## src/rtl/whack_pkg.sv

```systemverilog
// -----------------------------------------------------------------------------
// whack_pkg
// Shared types and constants for the whack-a-mole round controller:
//   state_t     - round controller FSM states
//   LFSR_TAPS   - feedback mask for x^8+x^6+x^5+x^4+1 (bits 7,5,4,3)
//   SCORE_W     - score width
//   INTERVAL_W  - timer interval width
//   lfsr_step() - one shift of the 8-bit Fibonacci LFSR
// -----------------------------------------------------------------------------
package whack_pkg;

  typedef enum logic [2:0] {
    IDLE,
    ARM,
    WAIT,
    HIT,
    MISS,
    OVER
  } state_t;

  localparam logic [7:0] LFSR_TAPS  = 8'hB8;
  localparam int         SCORE_W    = 8;
  localparam int         INTERVAL_W = 3;

  // Shift left, XOR of the tapped bits enters at bit 0.
  function automatic logic [7:0] lfsr_step(input logic [7:0] value);
    return {value[6:0], ^(value & LFSR_TAPS)};
  endfunction

endpackage

```

## src/rtl/whack_round_ctrl_if.sv

```systemverilog
// -----------------------------------------------------------------------------
// whack_round_ctrl_if
// Link between the round controller and the countdown timer/display block.
//   reset_signal - timer re-arm (high: timer reloads interval)
//   interval     - timer load value
//   dir          - timer direction (0 = count down)
//   timeout      - one-cycle pulse from the timer when the countdown expires
// master: round controller side; slave: timer side.
// -----------------------------------------------------------------------------
interface whack_round_ctrl_if;
  import whack_pkg::*;

  logic                  reset_signal;
  logic [INTERVAL_W-1:0] interval;
  logic                  dir;
  logic                  timeout;

  modport master (
    output reset_signal,
    output interval,
    output dir,
    input  timeout
  );

  modport slave (
    input  reset_signal,
    input  interval,
    input  dir,
    output timeout
  );

endinterface

```

## src/rtl/btn_debounce.sv

```systemverilog
// -----------------------------------------------------------------------------
// btn_debounce
// Two-flop synchronizer followed by a stability counter. The accepted level
// flips only after DEB_CYCLES consecutive synchronized samples that all differ
// from the current level; a one-cycle press pulse marks an accepted 0->1 edge.
// Raw edge to press pulse latency is 2 + DEB_CYCLES cycles.
//   clk   - system clock
//   rst_n - synchronous active-low reset
//   raw   - asynchronous button input
//   level - debounced button level
//   press - one-cycle pulse on an accepted rising edge
// -----------------------------------------------------------------------------
module btn_debounce #(
  parameter int DEB_CYCLES = 16
) (
  input  logic clk,
  input  logic rst_n,
  input  logic raw,
  output logic level,
  output logic press
);

  localparam int CNT_W = $clog2(DEB_CYCLES + 1);

  logic             sync1_reg;
  logic             sync2_reg;
  logic             level_reg;
  logic             press_reg;
  logic [CNT_W-1:0] cnt_reg;

  always_ff @(posedge clk) begin
    if (!rst_n) begin
      sync1_reg <= 1'b0;
      sync2_reg <= 1'b0;
      level_reg <= 1'b0;
      press_reg <= 1'b0;
      cnt_reg   <= '0;
    end else begin
      sync1_reg <= raw;
      sync2_reg <= sync1_reg;
      press_reg <= 1'b0;
      if (sync2_reg != level_reg) begin
        // This sample is the DEB_CYCLES-th differing one in a row.
        if (cnt_reg == CNT_W'(DEB_CYCLES - 1)) begin
          level_reg <= sync2_reg;
          press_reg <= sync2_reg;
          cnt_reg   <= '0;
        end else begin
          cnt_reg <= cnt_reg + CNT_W'(1);
        end
      end else begin
        // Any sample matching the current level restarts the run.
        cnt_reg <= '0;
      end
    end
  end

  assign level = level_reg;
  assign press = press_reg;

endmodule

```

## src/rtl/whack_round_ctrl.sv

```systemverilog
// -----------------------------------------------------------------------------
// whack_round_ctrl
// Game-round controller: arms the countdown timer each round, picks the active
// mole from an LFSR, debounces the player buttons, scores hits, charges misses
// and timeouts against lives, and shortens the timer interval as hits add up.
//   clk        - system clock
//   rst_n      - synchronous active-low reset
//   start_btn  - raw start button (async, active-high)
//   hit_btn    - raw mole buttons (async, active-high)
//   tmr        - timer link (reset_signal/interval/dir out, timeout in)
//   mole       - one-hot active mole LEDs, zero outside WAIT
//   score      - saturating hit count
//   lives      - remaining lives
//   game_over  - high in OVER
// -----------------------------------------------------------------------------
module whack_round_ctrl
  import whack_pkg::*;
#(
  parameter int         NUM_MOLES      = 4,
  parameter int         DEB_CYCLES     = 16,
  parameter int         START_INTERVAL = 5,
  parameter int         MIN_INTERVAL   = 1,
  parameter int         HITS_PER_LEVEL = 4,
  parameter int         LIVES          = 3,
  parameter logic [7:0] LFSR_SEED      = 8'hA5
) (
  input  logic                  clk,
  input  logic                  rst_n,
  input  logic                  start_btn,
  input  logic [NUM_MOLES-1:0]  hit_btn,
  whack_round_ctrl_if.master    tmr,
  output logic [NUM_MOLES-1:0]  mole,
  output logic [SCORE_W-1:0]    score,
  output logic [1:0]            lives,
  output logic                  game_over
);

  localparam int IDX_W = (NUM_MOLES > 1) ? $clog2(NUM_MOLES) : 1;
  localparam int HIT_W = $clog2(HITS_PER_LEVEL + 1);

  localparam logic [INTERVAL_W-1:0] START_IV = INTERVAL_W'(START_INTERVAL);
  localparam logic [INTERVAL_W-1:0] MIN_IV   = INTERVAL_W'(MIN_INTERVAL);

  // Debounced buttons
  logic                 start_press;
  logic                 start_level;
  logic [NUM_MOLES-1:0] hit_press;
  logic [NUM_MOLES-1:0] hit_level;
  logic                 unused_levels;

  btn_debounce #(.DEB_CYCLES(DEB_CYCLES)) u_start_deb (
    .clk   (clk),
    .rst_n (rst_n),
    .raw   (start_btn),
    .level (start_level),
    .press (start_press)
  );

  genvar gi;
  generate
    for (gi = 0; gi < NUM_MOLES; gi++) begin : g_hit_deb
      btn_debounce #(.DEB_CYCLES(DEB_CYCLES)) u_deb (
        .clk   (clk),
        .rst_n (rst_n),
        .raw   (hit_btn[gi]),
        .level (hit_level[gi]),
        .press (hit_press[gi])
      );
    end
  endgenerate

  // Only the press pulses drive the game; levels are not needed here.
  assign unused_levels = ^{start_level, hit_level};

  // Registered state and outputs
  state_t                state_reg;
  logic                  reset_signal_reg;
  logic [INTERVAL_W-1:0] interval_reg;
  logic [NUM_MOLES-1:0]  mole_reg;
  logic [SCORE_W-1:0]    score_reg;
  logic [1:0]            lives_reg;
  logic                  game_over_reg;
  logic [HIT_W-1:0]      hit_cnt_reg;
  logic [7:0]            lfsr_reg;

  logic [NUM_MOLES-1:0]  mole_sel;
  logic                  right_press;
  logic                  wrong_press;
  logic                  hit_event;
  logic                  miss_event;

  always_comb begin
    mole_sel    = NUM_MOLES'(1) << lfsr_reg[IDX_W-1:0];
    right_press = |(hit_press & mole_reg);
    wrong_press = |(hit_press & ~mole_reg);
    // A wrong press anywhere beats a correct one; a correct press beats timeout.
    hit_event   = right_press && !wrong_press;
    miss_event  = wrong_press || (!right_press && tmr.timeout);
  end

  always_ff @(posedge clk) begin
    if (!rst_n) begin
      state_reg        <= IDLE;
      reset_signal_reg <= 1'b1;
      interval_reg     <= START_IV;
      mole_reg         <= '0;
      score_reg        <= '0;
      lives_reg        <= 2'd0;
      game_over_reg    <= 1'b0;
      hit_cnt_reg      <= '0;
      lfsr_reg         <= LFSR_SEED;
    end else begin
      lfsr_reg <= lfsr_step(lfsr_reg);

      case (state_reg)
        IDLE, OVER: begin
          if (start_press) begin
            state_reg        <= ARM;
            score_reg        <= '0;
            lives_reg        <= 2'(LIVES);
            interval_reg     <= START_IV;
            hit_cnt_reg      <= '0;
            game_over_reg    <= 1'b0;
            reset_signal_reg <= 1'b1;
            mole_reg         <= '0;
          end
        end

        ARM: begin
          mole_reg         <= mole_sel;
          reset_signal_reg <= 1'b0;
          state_reg        <= WAIT;
        end

        WAIT: begin
          if (hit_event) begin
            state_reg        <= HIT;
            mole_reg         <= '0;
            reset_signal_reg <= 1'b1;
            if (score_reg != {SCORE_W{1'b1}}) begin
              score_reg <= score_reg + SCORE_W'(1);
            end
            if (hit_cnt_reg == HIT_W'(HITS_PER_LEVEL - 1)) begin
              hit_cnt_reg <= '0;
              if (interval_reg > MIN_IV) begin
                interval_reg <= interval_reg - INTERVAL_W'(1);
              end
            end else begin
              hit_cnt_reg <= hit_cnt_reg + HIT_W'(1);
            end
          end else if (miss_event) begin
            state_reg        <= MISS;
            mole_reg         <= '0;
            reset_signal_reg <= 1'b1;
            lives_reg        <= lives_reg - 2'd1;
          end
        end

        HIT: begin
          state_reg <= ARM;
        end

        MISS: begin
          // lives_reg already holds the decremented value here.
          if (lives_reg == 2'd0) begin
            state_reg     <= OVER;
            game_over_reg <= 1'b1;
          end else begin
            state_reg <= ARM;
          end
        end

        default: begin
          state_reg <= IDLE;
        end
      endcase
    end
  end

  assign tmr.reset_signal = reset_signal_reg;
  assign tmr.interval     = interval_reg;
  assign tmr.dir          = 1'b0;
  assign mole             = mole_reg;
  assign score            = score_reg;
  assign lives            = lives_reg;
  assign game_over        = game_over_reg;

endmodule

```

## src/flat_wrapper.sv

```systemverilog
// flat-port wrapper written by rule: the top's interface ports become plain ports
module whack_round_ctrl_flat import whack_pkg::*;
#(
  parameter int         NUM_MOLES      = 4,
  parameter int         DEB_CYCLES     = 16,
  parameter int         START_INTERVAL = 5,
  parameter int         MIN_INTERVAL   = 1,
  parameter int         HITS_PER_LEVEL = 4,
  parameter int         LIVES          = 3,
  parameter logic [7:0] LFSR_SEED      = 8'hA5
)
  (clk, rst_n, start_btn, hit_btn, mole, score, lives, game_over, tmr_reset_signal, tmr_interval, tmr_dir, tmr_timeout);
  whack_round_ctrl_if tmr_i ();
  input  logic clk;
  input  logic rst_n;
  input  logic start_btn;
  input  logic [NUM_MOLES-1:0] hit_btn;
  output logic [NUM_MOLES-1:0] mole;
  output logic [SCORE_W-1:0] score;
  output logic [1:0] lives;
  output logic game_over;
  output wire logic [$bits(tmr_i.reset_signal)-1:0] tmr_reset_signal;
  output wire logic [$bits(tmr_i.interval)-1:0] tmr_interval;
  output wire logic [$bits(tmr_i.dir)-1:0] tmr_dir;
  input wire logic [$bits(tmr_i.timeout)-1:0] tmr_timeout;
  assign tmr_reset_signal = tmr_i.reset_signal;
  assign tmr_interval = tmr_i.interval;
  assign tmr_dir = tmr_i.dir;
  assign tmr_i.timeout = tmr_timeout;
  whack_round_ctrl #(.NUM_MOLES(NUM_MOLES), .DEB_CYCLES(DEB_CYCLES), .START_INTERVAL(START_INTERVAL), .MIN_INTERVAL(MIN_INTERVAL), .HITS_PER_LEVEL(HITS_PER_LEVEL), .LIVES(LIVES), .LFSR_SEED(LFSR_SEED)) u_core (.clk(clk), .rst_n(rst_n), .start_btn(start_btn), .hit_btn(hit_btn), .tmr(tmr_i), .mole(mole), .score(score), .lives(lives), .game_over(game_over));
endmodule
```

## config.mk

```make
export PLATFORM = sky130hd
export DESIGN_NAME = whack_round_ctrl_flat
export DESIGN_NICKNAME = d
export VERILOG_FILES = /design/src/rtl/whack_pkg.sv /design/src/rtl/whack_round_ctrl_if.sv /design/src/rtl/btn_debounce.sv /design/src/rtl/whack_round_ctrl.sv /design/src/flat_wrapper.sv
export SDC_FILE = /design/constraint.sdc
export NUM_CORES = 1
export LEC_CHECK = 0
export ABC_CLOCK_PERIOD_IN_PS = 5000
export CAP_MARGIN = 0
export CORE_ASPECT_RATIO = 0.9
export CORE_UTILIZATION = 40
export DETAILED_ROUTE_END_ITERATION = 6
export GPL_ROUTABILITY_DRIVEN = 0
export PLACE_DENSITY_LB_ADDON = 0.15
export SYNTH_ARGS = -nofsm -noshare
export SYNTH_HDL_FRONTEND = slang
export SYNTH_SLANG_ARGS = --single-unit
```

## constraint.sdc

```tcl
create_clock -name clk -period 5 [get_ports clk]
set_clock_uncertainty 0.2 [all_clocks]
set_input_delay 1 -clock clk [delete_from_list [all_inputs] [get_ports clk]]
set_output_delay 1 -clock clk [all_outputs]
set_load 0.01 [all_outputs]
```

==> summary.md <==
| Metric | Value |
|---|---|
| Status | `finished clean` |
| Required time of the critical path | `roughly 3.8 ns` |
| Residual DRC | `0` |
| RSZ-0062 raised after global routing | `false` |
| PortBufs | `26` |
| Crit-path leading delay family | `buffers and inverters` |
| Mean Syn Cell Area | `9.52 µm²` |
| Core area | `approximately 7700 µm²` |
| Maximum clock path buffer count | `2` |
| Sequential share of power | `between 50% and 60%` |
| Post-route design area | `3750 µm²` |
| Critical path type | `register to primary output` |
| Max Clk Rate | `roughly 400 MHz` |
| Area post-placement | `3570 µm²` |
| Mapped cell area | `3240 µm²` |
| Endpoints failing setup | `0` |
| Hold Slack | `0.213 ns` |
| Hold depth | `1` |
| Initial Utilization | `42.1%` |
| EDFF count, synth | `0` |
| R2R setup slack | `between 2 and 3 ns` |
| Normalized max-slew margin | `~45%` |
| Hold Crit Class | `register to register` |
| Hold Vio Cnt, Final | `0` |
| Max reg flops | `20` |
| Layout cells sized above 1 | `5.66%` |
| CP max stage cell | `clkdlybuf4s50_1` |
| GRT Residual Overflow | `0` |
| Combinational Power Share | `2.9%` |
| Die X | `96.8 µm` |
| Final wirelength | `5650 µm` |
| Yosys warns | `0` |
| Maximum VDD drop | `0.214 mV` |
| Sequential element share of the synthesized area | `48.2%` |
| Sw Pwr | `250 µW` |
| # nets final | `389` |
| Hold Buf Count CTS | `0` |
| Antenna violation net count after detailed routing | `0` |
| Setup repair bufs after CTS | `0` |
| Synth Instances | `340` |
| Power per cell area | `292 nW/µm²` |
| Initial antenna violation count | `0` |
| Ant. Diodes | `0` |
| Fin. max-slew vios | `0` |
| Max-cap violations | `0` |
| Worst Hold End | `u_core.lfsr_reg[7]$_SDFF_PN1_` |
| Area of the multi-input gates | `1550 µm²` |
| R2r worst-path depth | `4` |
| CP endpoint kind | `primary output` |
| Die area | `8460 µm²` |
| CTS Buf Count | `9` |
| Avg WL per Cell | `12.1 µm` |
| Skew-Pair Late Insertion Delay | `~0.35 ns` |
| Global-route wire length before repair | `9850 µm` |
| Min-Delay Startpoint | `u_core.lfsr_reg[6]$_SDFF_PN0_` |
| Vias | `2369` |
| Crit path buffers/inverters | `1` |
| Clock power frac | `38.6%` |
| CTS tree | `done` |
| Leak | `approximately 0.0014 µW` |
| Synth async-reset ratio | `0%` |
| DR pass1 iterations | `4` |
| Arr. time, crit path | `1.35 ns` |
| Routed vias/inst | `5.07` |
| Overall global routing resource usage | `14.7%` |
| Clk Tree Root Cell | `clkbuf_8` |
| CTS clk-pin slew, worst paths | `0.08 ns` |
| Max FO, Critical Path | `4` |
| Fin Setup TNS | `0 ns` |
| Yosys cell types | `54` |
| Synth Flop Type | `dfxtp_1` |
| Internal | `844 µW` |
| I/O pin count | `28` |
| Slowest cell delay on critical path | `approximately 0.58 ns` |
| Flops & latches, synth | `78` |
| R2r startpoint | `u_core.state_reg[1]$_SDFFE_PN0P_` |
| Area Overhead vs Synth | `15.8%` |
| Dpl hpwl | `3850 µm` |
| Crit-path cells | `clkdlybuf4s50_1` |
| DR iter-0 viols | `slightly below 70` |
| Fin crit period | `2.55 ns` |
| Total number of H-tree levels | `3` |
| Synthesized Nets | `363` |
| FF/Latch Area | `1560 µm²` |
| Synth top area cells | `dfxtp_1, ha_1, nor2_1, xnor2_1, and2_1` |
| Vias in the first global route | `between 2000 and 2500` |
| Post-CTS sizing | `0` |
| Switching Fraction | `22.8%` |
| Row count | `30` |
| Yosys top cell area share | `48.2%` |
| Die height | `87.4 µm` |
| FF-to-FF End | `u_core.state_reg[0]$_SDFFE_PN0P_` |
| Crit start category | `register` |
| TritonCTS Sinks | `78` |
| Filler cells | `723` |
| Largest net degree at the start of global routing | `35` |
| Worst Tran Pin Value | `0.830 ns` |
| Post-route clock period utilization | `51.0%` |
| Synth area leader | `dfxtp_1` |
==> layout make-up <==
class / count / area share, %
Clock buffer: 12 / 3.87
Timing Repair Buffer: 27 / 7.14
Multi-Input combinational cell: 231 / 41.4
Clock inverter: 4 / 0.834
Tap cell: 96 / 3.20
Sequential cell: 78 / 41.7
Inverter: 19 / 1.90
==> power by group through the flow <==
stage	clock [µW]	sequential [µW]	combinational [µW]
floorplan	0	652	22.2
global placement	0	654	32.1
detailed placement	0	654	32.3
CTS	441	639	32.6
global route	467	641	36.7
finish	422	639	31.9
==> per-stage QoR <==
stage	cells	total power [µW]	utilization, %	worst slack (ns)
2_1_floorplan	340	674	-	2.93
3_3_place_gp	451	686	46.4	2.28
3_5_place_dp	451	686	46.4	2.24
4_1_cts	467	1110	48.7	2.42
5_1_grt	467	1140	48.7	2.38
6_report	467	1090	48.7	2.45
==> cell usage after synthesis, types with 8 or more instances <==
cell,n
or3_1,13
ha_1,15
nand2_1,14
nand3_1,14
and2_1,14
o21ai_0,8
a21oi_1,10
nor2_1,41
and3_1,8
xnor2_1,12
inv_1,18
dfxtp_1,78
==> cells in the final DEF, fill, tap and decap left out, drive strengths merged, types with 5 or more instances in the layout <==
cell           count
clkbuf            12
nand3             14
nand2             14
xnor2             12
a21oi             11
or3               13
clkdlybuf4s50     26
and2              14
ha                15
and4b              5
and3               8
o31ai              5
dfxtp             78
nand2b             6
nor2              41
mux2i              7
inv               20
o21ai              9
xor2               7
==> per-layer routing <==
layer | global-route usage (%) | up-vias | routed length, µm
li1 | - | 1230 | -
met1 | 18.7 | 1087 | 2820
met2 | 23.0 | 44 | 2500
met3 | 5.38 | 8 | 244
met4 | 5.29 | 0 | 84
met5 | 0 | - | 0
==> cells by family (layout without fill, tap and decap cells) <==
| group | count (synthesis) | count (layout) | share of synthesized area [%] |
|---|---|---|---|
| AOI/OAI and AO/OA | 54 | 54 | 12.5 |
| adders and majority gates | 15 | 15 | 5.80 |
| muxes | 7 | 7 | 2.16 |
| DFF | 78 | 78 | 48.2 |
| other | 1 | 1 | 0.116 |
| and+or+nand+nor | 135 | 135 | 22.2 |
| buffers and inverters | 31 | 62 | 3.86 |
| xor gates and xnor gates | 19 | 19 | 5.14 |
==> worst max-delay path by stage <==
stage                                      start                                   to  slack [ns]  depth (start not counted)
floorplan                                  rst_n  u_core.tmr.interval[2]$_SDFFE_PN1P_        2.93                          5
global placement                     tmr_timeout          u_core.mole[3]$_SDFFE_PN0P_        2.28                          5
detailed placement                   tmr_timeout          u_core.mole[3]$_SDFFE_PN0P_        2.24                          5
CTS                 u_core.score[0]$_SDFFE_PN0P_                             score[0]        2.42                          1
global route        u_core.score[1]$_SDFFE_PN0P_                             score[1]        2.38                          1
finish               u_core.mole[0]$_SDFFE_PN0P_                              mole[0]        2.45                          1
Power figures use the tool's default switching activity.
